<file path="config.mk">
export PLATFORM = sky130hd
export DESIGN_NAME = permute_arb_stage_flat
export DESIGN_NICKNAME = d
export VERILOG_FILES = /design/src/rtl/permute_arb_stage_if.sv /design/src/rtl/permute_arb_stage.sv /design/src/flat_wrapper.sv
export SDC_FILE = /design/constraint.sdc
export NUM_CORES = 1
export LEC_CHECK = 0
export ABC_AREA = 1
export CELL_PAD_IN_SITES_DETAIL_PLACEMENT = 0
export CELL_PAD_IN_SITES_GLOBAL_PLACEMENT = 1
export CORE_MARGIN = 3
export CORE_UTILIZATION = 34
export CTS_CLUSTER_DIAMETER = 40
export CTS_CLUSTER_SIZE = 25
export DETAILED_ROUTE_END_ITERATION = 8
export MAX_ROUTING_LAYER = met4
export PLACE_DENSITY = 0.92
export SLEW_MARGIN = 25
export SYNTH_ARGS = -nofsm -noshare
export SYNTH_HDL_FRONTEND = slang
export SYNTH_SLANG_ARGS = --single-unit
</file>
<file path="constraint.sdc">
create_clock -name clk -period 4.5 [get_ports clk]
set_input_delay 0.45 -clock clk [delete_from_list [all_inputs] [get_ports clk]]
set_output_delay 0.45 -clock clk [all_outputs]
set_load 0.02 [all_outputs]
</file>
<file path="src/rtl/permute_arb_stage_if.sv">
// permute_arb_stage_if: two flit lanes in/out, swap decision and deflection counter.
// Flit width comes from `WIDTH_INTERNAL_PV (global.v); a 16-bit fallback keeps the bundle standalone.
`ifndef WIDTH_INTERNAL_PV
`define WIDTH_INTERNAL_PV 16
`endif
interface permute_arb_stage_if #(
    parameter int W     = `WIDTH_INTERNAL_PV,
    parameter int CNT_W = 16
);
    logic [W-1:0]     inFlit0, inFlit1, outFlit0, outFlit1;
    logic             swap, cnt_clr;
    logic [CNT_W-1:0] deflect_cnt;
    modport master(output inFlit0, inFlit1, cnt_clr, input outFlit0, outFlit1, swap, deflect_cnt);
    modport slave(input inFlit0, inFlit1, cnt_clr, output outFlit0, outFlit1, swap, deflect_cnt);
endinterface

</file>
<file path="src/rtl/permute_arb_stage.sv">
// permute_arb_stage: registers a flit pair and precomputes the permuter swap with age/tiebreak arbitration.
// Optional PERMUTE_AGE_INC_EN: valid flits leave with their age field incremented (saturating).
`ifndef WIDTH_INTERNAL_PV
`define WIDTH_INTERNAL_PV 16
`endif
module permute_arb_stage #(
    parameter int AGE_W = 4,
    parameter int CNT_W = 16
) (
    input logic clk,
    input logic rst_n,
    permute_arb_stage_if.slave bus
);
    localparam int W   = `WIDTH_INTERNAL_PV;
    localparam int AHI = W - 3;
    logic             v0, v1, p0, p1, tb, conflict, tie, winner, swapNext;
    logic [AGE_W-1:0] a0, a1;
    logic [W-1:0]     next0, next1;
`ifdef PERMUTE_AGE_INC_EN
    function automatic logic [W-1:0] bumpAge(input logic [W-1:0] f);
        logic [AGE_W-1:0] a;
        logic [W-1:0]     r;
        a = f[AHI -: AGE_W];
        r = f;
        if (f[W-1] && a != '1) r[AHI -: AGE_W] = a + 1'b1;
        return r;
    endfunction
    assign next0 = bumpAge(bus.inFlit0);
    assign next1 = bumpAge(bus.inFlit1);
`else
    assign next0 = bus.inFlit0;
    assign next1 = bus.inFlit1;
`endif
    always_comb begin
        v0       = bus.inFlit0[W-1];
        v1       = bus.inFlit1[W-1];
        p0       = bus.inFlit0[W-2];
        p1       = bus.inFlit1[W-2];
        a0       = bus.inFlit0[AHI -: AGE_W];
        a1       = bus.inFlit1[AHI -: AGE_W];
        conflict = v0 && v1 && (p0 == p1);
        tie      = conflict && (a0 == a1);
        winner   = (a0 > a1) ? 1'b0 : (a1 > a0) ? 1'b1 : tb;
        // different prefs with both valid fall into the v0 arm: swap follows lane 0's pref
        swapNext = conflict ? (winner != p0) : v0 ? p0 : (v1 & ~p1);
    end
    always_ff @(posedge clk or negedge rst_n) begin
        if (!rst_n) begin
            bus.outFlit0    <= '0;
            bus.outFlit1    <= '0;
            bus.swap        <= 1'b0;
            tb              <= 1'b0;
            bus.deflect_cnt <= '0;
        end else begin
            bus.outFlit0    <= next0;
            bus.outFlit1    <= next1;
            bus.swap        <= swapNext;
            tb              <= tb ^ tie;
            bus.deflect_cnt <= bus.cnt_clr ? '0 :
                               (conflict && bus.deflect_cnt != '1) ? bus.deflect_cnt + 1'b1 :
                               bus.deflect_cnt;
        end
    end
endmodule

</file>
<file path="src/flat_wrapper.sv">
// flat-port wrapper written by rule: the top's interface ports become plain ports
module permute_arb_stage_flat 
#(
    parameter int AGE_W = 4,
    parameter int CNT_W = 16
)
  (clk, rst_n, bus_inFlit0, bus_inFlit1, bus_cnt_clr, bus_outFlit0, bus_outFlit1, bus_swap, bus_deflect_cnt);
  permute_arb_stage_if #(.W((`WIDTH_INTERNAL_PV)), .CNT_W(CNT_W)) bus_i ();
  input logic clk;
  input logic rst_n;
  input wire logic [$bits(bus_i.inFlit0)-1:0] bus_inFlit0;
  input wire logic [$bits(bus_i.inFlit1)-1:0] bus_inFlit1;
  input wire logic [$bits(bus_i.cnt_clr)-1:0] bus_cnt_clr;
  output wire logic [$bits(bus_i.outFlit0)-1:0] bus_outFlit0;
  output wire logic [$bits(bus_i.outFlit1)-1:0] bus_outFlit1;
  output wire logic [$bits(bus_i.swap)-1:0] bus_swap;
  output wire logic [$bits(bus_i.deflect_cnt)-1:0] bus_deflect_cnt;
  assign bus_i.inFlit0 = bus_inFlit0;
  assign bus_i.inFlit1 = bus_inFlit1;
  assign bus_i.cnt_clr = bus_cnt_clr;
  assign bus_outFlit0 = bus_i.outFlit0;
  assign bus_outFlit1 = bus_i.outFlit1;
  assign bus_swap = bus_i.swap;
  assign bus_deflect_cnt = bus_i.deflect_cnt;
  permute_arb_stage #(.AGE_W(AGE_W), .CNT_W(CNT_W)) u_core (.clk(clk), .rst_n(rst_n), .bus(bus_i));
endmodule
</file>
==> results of run 1 <==
==> cell families after synthesis <==
| group | synth area share, % |
|---|---|
| adders and majority gates | 3.00 |
| and+or+nand+nor | 28.5 |
| AOI/OAI and AO/OA | 1.92 |
| buffers and inverters | 4.50 |
| xor gates and xnor gates | 2.10 |
| DFF | 60.0 |
==> final timing paths <==
kind | from | end
worst max-delay path | u_core.bus.deflect_cnt[2] | bus_deflect_cnt[2]
worst min-delay path | rst_n | u_core.bus.deflect_cnt[9]
max in group asynchronous | rst_n | u_core.bus.deflect_cnt[14]
min in group clk | u_core.tb | u_core.tb
worst max register to register | u_core.bus.deflect_cnt[0] | u_core.bus.deflect_cnt[10]
worst min register to register | u_core.tb | u_core.tb
==> flip-flops by register name, indices dropped and copies added (netlist names) <==
name / flops
u_core.bus.swap: 1
u_core.bus.outFlit0: 16
u_core.tb: 1
u_core.bus.outFlit1: 16
u_core.bus.deflect_cnt: 16
==> stage by stage <==
stage,cell area (µm²),hold slack (ns)
finish,3060,0.154
global route,3060,0.191
CTS,3060,0.180
detailed placement,2980,0.483
global placement,2980,0.464
floorplan,2080,0.154
==> cell type report <==
cell class,instances,area (µm²)
fillers,514,2650
clock buffers,5,68.8
clock inverters,2,13.8
well taps,72,90.1
inverters,19,71.3
flip-flops and latches,50,1250
multi-input cells,146,739
repair buffers,83,828
==> cells in the final DEF (no fill, tap or decap) <==
master and count:
inv_1 16, buf_4 1, nand3_1 14, nor2_4 2, nor2_1 20, dfrtp_1 50, or2_2 3, nand2_1 71
nor2_8 1, clkbuf_8 5, o21bai_1 3, nand4_1 16, o21ai_0 1, nor2_2 1, a21oi_1 1, clkdlybuf4s50_1 82
clkinv_2 1, inv_6 1, xor2_1 4, o211ai_1 1, ha_1 5, nand3b_1 1, inv_2 3, xnor2_1 1
nand2_2 1
==> layer usage <==
metal	global-route usage, %	vias to the layer above
met4	5.26	0
met5	-	-
met3	3.63	9
met2	23.6	60
met1	17.2	806
li1	-	872
==> power by group <==
part	switching, µW	internal [µW]	total, µW	leakage, µW
registers	9.05	469	478	0.000620
logic	60.1	63.8	124	0.000729
clock network	142	107	249	0.0000444
total	211	641	852	0.00139
==> flow_metrics.py, run 1 <==
metrics = {
    "cts": {
        "clk_latency_ns": 0.30,
        "clock_sinks": 50,
        "clockBufferDepth": 2,
        "cts_resized": 0,
        "clk_pin_slew_ns": 0.09,
        "post_cts_buffers": 0,
        "ctsHtreeMaxLevel": 2,
        "cts-buffers-inserted": 5,
        "cts_tree": "done",
        "cts_hold_buf": 0,
        "cts_root_buf": "clkbuf_8",
    },
    "cells_and_area": {
        "final_nets": 345,
        "instances_no_fill": 377,
        "num_antenna_cells": 0,
        "fin_util_pct": 53.6,
        "area_growth_pct": 46.9,
        "drive_gt1_share_pct": 6.23,
    },
    "worst_setup_path": {
        "crit_required_ns": 4.05,
        "critPathTopFamily": "buffers and inverters",
        "ff2ff_setup_slack_ns": 2.63,
        "cp-end-kind": "primary output",
        "crit_chain": "clkdlybuf4s50_1",
        "worstSetupPathType": "flip-flop to primary output",
        "cp_data_arrival_time_ns": 1.47,
        "cpPeakStageDelay_ns": 0.67,
        "cp-start-kind": "flip-flop",
        "critPathSlowestCell": "clkdlybuf4s50_1",
        "crit_buf_inv": 1,
        "critPathMaxFanout": 8,
        "worst-path-stages": 1,
        "r2r_cells": 9,
    },
    "synth": {
        "synth_commonest_cells": "nand2_1 (71), dfrtp_1 (50), nor2_1 (20), inv_1 (16), nand4_1 (16)",
        "synth_top_area_share_pct": 60.0,
        "synth.area.top_cells": "dfrtp_1 (60%), nand2_1 (13%), nand4_1 (4.8%), nor2_1 (3.6%), nand3_1 (3.4%)",
        "yosysUniqueCellTypes": 23,
        "ys_seq_area_share_pct": 60.0,
        "synth_top_cell_by_area": "dfrtp_1",
        "syn_area_um2": 2080,
        "yosysWarnings": 0,
        "syn_area_per_cell_um2": 9.56,
        "netlist_instances": 218,
        "synth_nets": 258,
        "synth_ff_type": "dfrtp_1",
        "synth-seq-cells": 50,
        "synth-edff-count": 0,
        "yosys.cell_count.top_type": "nand2_1",
        "synthArstFlopShare_pct": 100,
    },
    "hold_path": {
        "min_path_type": "input port to async pin",
    },
    "power": {
        "ir_drop_uv": 150,
        "power.total_uw": 852,
        "power_density_nw_per_um2": 278,
        "power_leakage_uw": 0.00139,
    },
    "global_routing": {
        "grt_remaining_overflow": 0,
        "grt_pass1_wl_um": 7980,
        "grt_pass1_vias": 1642,
        "track_usage_pct": 14.4,
        "grt_max_degree": 51,
        "antenna_found_initial": 0,
    },
    "route": {
        "vias": 1747,
        "drtIter0Drc": 56,
        "wl_per_cell_um": 12.4,
        "drc": 0,
        "antenna_left": 0,
        "met2WireLength_um": 2350,
        "drt-pass1-iter-count": 4,
        "maxUsedRoutingLayer": "met4",
        "routed_via_density": 4.63,
        "route.met3.wl_um": 311,
        "drt-total-wl_um": 4680,
        "wl_met1_um": 1940,
    },
    "place": {
        "placed_cells": 370,
        "gp_congestion": 0.840,
        "post-place-ws_ns": 2.40,
        "io_buffers": 83,
        "hpwl_um": 3580,
    },
    "sta": {
        "setup_ws_ns": 2.58,
        "slew_violations": 0,
        "tns_ns": 0,
        "fmax_mhz": 521,
        "fin_crit_ns": 1.92,
        "rsz0062_at_grt": "false",
        "tightest_slew_ns": 0.598,
        "period_share_pct": 42.6,
        "setup_viol": 0,
        "hold_viol": 0,
        "maxSlewHeadroom_pct": 60.2,
        "skew_ns": 0.00546,
    },
    "floorplanning": {
        "core_area_um2": 5710,
        "io_pins": 84,
        "die-area_um2": 7110,
        "num_rows": 27,
        "floorplan.initialDensity_pct": 36.5,
        "die_height_um": 84.3,
        "die_w_um": 84.3,
    },
    "run": {
        "drv_cap": 0,
    },
    "run_status": {
        "status": "finished, final reports clean",
    },
}
(Power assumes the default switching activity.)
==> run 2: changes to the inputs <==
--- a/config.mk
+++ b/config.mk
@@ -9,12 +9,12 @@
 export CELL_PAD_IN_SITES_DETAIL_PLACEMENT = 0
 export CELL_PAD_IN_SITES_GLOBAL_PLACEMENT = 1
 export CORE_MARGIN = 3
-export CORE_UTILIZATION = 34
+export CORE_UTILIZATION = 28
 export CTS_CLUSTER_DIAMETER = 40
 export CTS_CLUSTER_SIZE = 25
 export DETAILED_ROUTE_END_ITERATION = 8
 export MAX_ROUTING_LAYER = met4
-export PLACE_DENSITY = 0.92
+export PLACE_DENSITY = 0.82
 export SLEW_MARGIN = 25
 export SYNTH_ARGS = -nofsm -noshare
 export SYNTH_HDL_FRONTEND = slang
==> constraint.sdc (replaced) <==
create_clock -name clk -period 1.57 [get_ports clk]
set_input_delay 0.157 -clock clk [delete_from_list [all_inputs] [get_ports clk]]
set_output_delay 0.157 -clock clk [all_outputs]
set_load 0.02 [all_outputs]
==> run 2 against run 1 <==
Against the previous run:
- register-to-register slack got worse by 2.6 ns
- sequential power increased to 2.9 times the previous value
- clock skew increased by 0.0015 ns
- worst setup slack got worse by 2.5 ns
- non-clock buffer count increased by 33
- critical endpoint is now bus_deflect_cnt[15]
==> flow_metrics.py, run 2 (synthesis results as in run 1) <==
metrics = {
    "run_status": {
        "status": "finished, final reports clean",
    },
    "worst_setup_path": {
        "regToRegStartpoint": "u_core.bus.deflect_cnt[0]",
        "critPathMaxFanout": 5,
        "critPathTopFamily": "buffers and inverters",
        "cp-start-kind": "flip-flop",
        "r2r_cells": 10,
        "crit_path_start": "u_core.bus.deflect_cnt[15]",
        "crit_buf_inv": 1,
        "crit_required_ns": 1.41,
        "critPathSlowestCell": "clkdlybuf4s50_1",
        "worst-path-stages": 1,
        "cp-end-kind": "primary output",
        "worstSetupPathType": "flip-flop to primary output",
        "cpPeakStageDelay_ns": 0.63,
        "cp_data_arrival_time_ns": 1.35,
        "crit_chain": "clkdlybuf4s50_1",
    },
    "route": {
        "drt-total-wl_um": 5630,
        "drt-pass1-iter-count": 4,
        "wl_per_cell_um": 12.9,
        "antenna_left": 0,
        "drc": 0,
        "vias": 1853,
        "routed_via_density": 4.25,
        "drtIter0Drc": 73,
    },
    "sta": {
        "tns_ns": 0,
        "slew_violations": 0,
        "setup_viol": 0,
        "fin_crit_ns": 1.51,
        "rsz0062_at_grt": "false",
        "setup_ws_ns": 0.0585,
        "period_share_pct": 96.3,
        "skew_ns": 0.00697,
        "maxSlewHeadroom_pct": 65.6,
        "hold_viol": 0,
        "fmax_mhz": 662,
        "tightest_slew_ns": 0.516,
    },
    "floorplanning": {
        "floorplan.initialDensity_pct": 29.7,
        "die_height_um": 92.3,
        "num_rows": 30,
        "die_w_um": 92.3,
        "core_area_um2": 7020,
        "io_pins": 84,
        "die-area_um2": 8520,
    },
    "cells_and_area": {
        "fin_util_pct": 49.3,
        "drive_gt1_share_pct": 17.9,
        "top_regs": "u_core.bus.deflect_cnt (16), u_core.bus.outFlit0 (16), u_core.bus.outFlit1 (16)",
        "instances_no_fill": 436,
        "final_common_cell": "nand2_1",
        "num_antenna_cells": 0,
        "final_nets": 379,
        "stdcell_area_um2": 3460,
        "final_cell_mix": "nand2_1 (69), clkdlybuf4s50_1 (67), dfrtp_1 (47), buf_4 (29), nor2_1 (19)",
        "area_growth_pct": 65.8,
    },
    "power": {
        "power_leakage_uw": 0.00170,
        "ir_drop_uv": 572,
        "power_density_nw_per_um2": 786,
    },
    "global_routing": {
        "grt_pass1_wl_um": 8990,
        "track_usage_pct": 14.0,
        "antenna_found_initial": 0,
        "grt_remaining_overflow": 0,
        "grt_pass1_vias": 1794,
        "grt_max_degree": 51,
    },
    "hold_path": {
        "worstHoldStart": "bus_inFlit1[9]",
        "min_path_cells": 1,
        "min_path_type": "input port to flip-flop",
    },
    "cts": {
        "ctsHtreeMaxLevel": 2,
        "cts_root_buf": "clkbuf_8",
        "clk_pin_slew_ns": 0.10,
        "clockBufferDepth": 2,
        "clk_latency_ns": 0.30,
        "cts_tree": "done",
        "clock_sinks": 50,
        "cts-buffers-inserted": 5,
    },
    "place": {
        "post-place-ws_ns": -0.0931,
        "placed_cell_area_um2": 3260,
        "placed_cells": 421,
        "hpwl_um": 4200,
        "io_buffers": 83,
        "gp_congestion": 0.806,
    },
    "run": {
        "drv_cap": 0,
    },
}
[run 2: cell types whose count changed in the layout (fill, tap and decap cells not counted), moves of 2 or more]
cell and delta:
dfrtp_1 -3, buf_12 +2, dlymetal6s2s_1 +2, dlygate4sd2_1 +13, nand2_1 -2, clkdlybuf4s50_1 -15, dfrtp_2 +3, buf_4 +28
nor2_4 +3
[run 2: layer usage]
layer  global-route usage, %  vias up  routed length (µm)
li1                        -      942                   -
met1                    17.4      855                2540
met2                    22.7       52                2770
met3                    3.28        4                 255
met4                    4.08        0                  65
met5                       -        -                   0
[run 2: worst paths after layout]
| check | endpoint | slack [ns] |
|---|---|---|
| worst max-delay path | bus_deflect_cnt[15] | 0.06 |
| worst min-delay path | u_core.bus.outFlit1[9] | 0.28 |
| worst max register to register | u_core.bus.deflect_cnt[13] | 0.08 |
| worst min register to register | u_core.tb | 0.49 |
| max in group asynchronous | u_core.bus.deflect_cnt[12] | 0.96 |
| min in group asynchronous | u_core.bus.outFlit0[6] | 0.37 |
[run 2: what timing repair did]
action                                  4_1_cts  5_1_grt
pin swaps                                     0        4
endpoints found under the setup margin       13       18
resized for setup                            13       12
hold buffers                                  1        0
endpoints found under the hold margin        50        0
buffers inserted                              0        5
cloned                                        0        1
[run 2: worst register-to-register path: cells and delay by family (launching register included)]
| kind | cells | cell delay [ns] |
|---|---|---|
| buf+inv | 2 | 0.20 |
| fa+ha+maj | 1 | 0.15 |
| simple gates | 7 | 0.68 |
| flops | 1 | 0.40 |
[run 2: power breakdown]
group / internal (µW) / leakage (µW) / switching, µW
clock network: 484 / 0.0000587 / 464
logic: 212 / 0.00103 / 188
registers: 1350 / 0.000616 / 24.5
[run 2: final cells by class]
| class | instances | area (µm²) |
|---|---|---|
| multi-input combinational | 147 | 798 |
| clock inverter | 3 | 47.5 |
| timing repair buffer | 116 | 1090 |
| fill | 674 | 3560 |
| clock buffer | 5 | 68.8 |
| sequential | 50 | 1250 |
| tap | 96 | 120 |
| inverter | 19 | 73.8 |
[run 2: stage by stage]
stage	hold slack (ns)	power [µW]
floorplan	-0.139	1530
global placement	0.167	1780
detailed placement	0.170	1790
CTS	0.271	2750
global route	0.251	2860
finish	0.280	2720
==> run 3: changes to the inputs <==
--- a/config.mk
+++ b/config.mk
@@ -6,6 +6,7 @@
 export NUM_CORES = 1
 export LEC_CHECK = 0
 export ABC_AREA = 1
+export CAP_MARGIN = 25
 export CELL_PAD_IN_SITES_DETAIL_PLACEMENT = 0
 export CELL_PAD_IN_SITES_GLOBAL_PLACEMENT = 1
 export CORE_MARGIN = 3
==> constraint.sdc (replaced) <==
create_clock -name clk -period 1.57 [get_ports clk]
set_input_delay 0.157 -clock clk [delete_from_list [all_inputs] [get_ports clk]]
set_output_delay 0.157 -clock clk [all_outputs]
set_load 0.01 [all_outputs]
==> run 3 against run 2 <==
Against the previous run:
- final cell count up 1.4%
- combinational power down 7.5%
- worst setup slack worse by 0.051 ns
- total power down 0.94%
- sequential share of layout area down 0.78 points
==> flow_metrics.py, run 3 (synthesis results as in run 1) <==
metrics = {
    "sta": {
        "skew_ns": 0.00908,
        "setup_viol": 0,
        "period_share_pct": 99.5,
        "fin_crit_ns": 1.56,
        "timing.hold.ws_ns": 0.275,
        "hold_viol": 0,
        "setup_ws_ns": 0.00754,
        "tightest_slew_ns": 0.612,
        "maxSlewHeadroom_pct": 59.2,
        "rsz0062_at_grt": "true",
        "slew_violations": 0,
        "fmax_mhz": 640,
    },
    "floorplanning": {
        "io_pins": 84,
        "die_w_um": 92.3,
        "floorplan.initialDensity_pct": 29.7,
        "num_rows": 30,
        "core_area_um2": 7020,
        "die_height_um": 92.3,
        "die-area_um2": 8520,
    },
    "place": {
        "placed_cell_area_um2": 3240,
        "post-place-ws_ns": -0.0533,
        "io_buffers": 83,
        "gp_congestion": 0.832,
        "hpwl_um": 4130,
        "placed_cells": 421,
    },
    "power": {
        "power_density_nw_per_um2": 764,
        "power_leakage_uw": 0.00170,
        "power.total_uw": 2690,
        "ir_drop_uv": 374,
    },
    "cells_and_area": {
        "stdcell_area_um2": 3530,
        "final_common_cell": "clkdlybuf4s50_1",
        "area_growth_pct": 69.1,
        "instances_no_fill": 442,
        "num_antenna_cells": 0,
        "top_regs": "u_core.bus.deflect_cnt (16), u_core.bus.outFlit0 (16), u_core.bus.outFlit1 (16)",
        "final_nets": 385,
        "drive_gt1_share_pct": 18.8,
        "final_cell_mix": "clkdlybuf4s50_1 (78), nand2_1 (71), dfrtp_1 (49), buf_4 (35), nor2_1 (17)",
    },
    "route": {
        "drtIter0Drc": 80,
        "wl_per_cell_um": 12.9,
        "vias": 1945,
        "drt-pass1-iter-count": 4,
        "drt-total-wl_um": 5690,
        "routed_via_density": 4.40,
        "drc": 0,
        "antenna_left": 0,
    },
    "worst_setup_path": {
        "r2r_cells": 10,
        "worstSetupPathType": "flip-flop to flip-flop",
        "regToRegStartpoint": "u_core.bus.deflect_cnt[1]",
        "critPathMaxFanout": 8,
        "cp-end-kind": "flip-flop",
        "ff2ff_setup_slack_ns": 0.008,
        "cp-start-kind": "flip-flop",
        "crit_required_ns": 1.81,
        "cp_data_arrival_time_ns": 1.81,
        "r2r-end": "u_core.bus.deflect_cnt[12]",
    },
    "cts": {
        "ctsHtreeMaxLevel": 2,
        "clockBufferDepth": 2,
        "clock_sinks": 50,
        "cts_root_buf": "clkbuf_8",
        "clk_latency_ns": 0.31,
        "clk_pin_slew_ns": 0.11,
        "cts_tree": "done",
        "cts-buffers-inserted": 5,
    },
    "hold_path": {
        "min_to": "u_core.bus.outFlit0[2]",
        "min_path_cells": 1,
        "min_path_type": "input port to flip-flop",
        "worstHoldStart": "bus_inFlit0[2]",
    },
    "run_status": {
        "status": "finished, final reports clean",
    },
    "global_routing": {
        "grt_pass1_wl_um": 9250,
        "track_usage_pct": 14.0,
        "grt_remaining_overflow": 0,
        "grt_pass1_vias": 1893,
        "grt_max_degree": 29,
        "antenna_found_initial": 0,
    },
    "run": {
        "drv_cap": 0,
    },
}
run 3: cell count changes in the layout (fill, tap and decap cells not counted), sizes merged:
cell and change:
clkdlybuf4s50 +11, clkinvlp +1, buf +6, dlymetal6s2s +2
clkinv -1, dlygate4sd2 -13
run 3: per-layer routing:
layer / routed length (µm) / track usage, % / vias up
li1: - / - / 957
met4: 79 / 3.59 / 0
met5: 0 / - / -
met1: 2430 / 17.0 / 898
met3: 307 / 3.12 / 9
met2: 2870 / 23.7 / 81
run 3: worst max-delay path by stage:
stage / slack, ns / endpoint / startpoint / cells past startpoint
6_report: 0.008 / u_core.bus.deflect_cnt[12] / u_core.bus.deflect_cnt[1] / 10
5_1_grt: -0.08 / u_core.bus.deflect_cnt[12] / u_core.bus.deflect_cnt[1] / 10
4_1_cts: 0.0002 / bus_deflect_cnt[3] / u_core.bus.deflect_cnt[3] / 2
3_5_place_dp: -0.05 / u_core.bus.deflect_cnt[14] / u_core.bus.deflect_cnt[0] / 10
3_3_place_gp: -0.03 / u_core.bus.deflect_cnt[10] / u_core.bus.deflect_cnt[0] / 10
2_1_floorplan: 0.04 / u_core.bus.deflect_cnt[2] / u_core.bus.deflect_cnt[0] / 10
run 3: power by group:
part           total (µW)  switching, µW  internal (µW)
registers            1370           22.0           1350
logic                 370            152            218
clock network         954            468            486
total                2690            642           2050
run 3: critical path, stage by stage (launching register included):
cell and delay (ns):
dfrtp_1 0.41, ha_4 0.16, nand3_4 0.09, inv_4 0.09
nand2_4 0.05, nor2_4 0.13, nor2_4 0.05, buf_12 0.14
nor2_4 0.24, nand2_1 0.08, nand2_1 0.06
run 3: layout make-up:
class / count / area (µm²)
clock buffer: 5 / 68.8
clock inverter: 3 / 48.8
fill: 658 / 3490
inverter: 19 / 73.8
multi-input combinational: 147 / 793
sequential: 50 / 1250
tap: 96 / 120
timing repair buffer: 122 / 1170
run 3: repair_timing:
action,CTS,global route
gates cloned,1,0
buffers inserted,1,11
pin swaps,3,11
resized for setup,3,9
hold buffers,1,0
hold endpoints to repair,22,0
endpoints found under the setup margin,16,20
run 3: per-stage QoR:
step,util (%),setup TNS (ns)
2_1_floorplan,-,0
3_3_place_gp,46.2,-0.346
3_5_place_dp,46.2,-0.679
4_1_cts,48.6,0
5_1_grt,50.2,-0.435
6_report,50.2,0
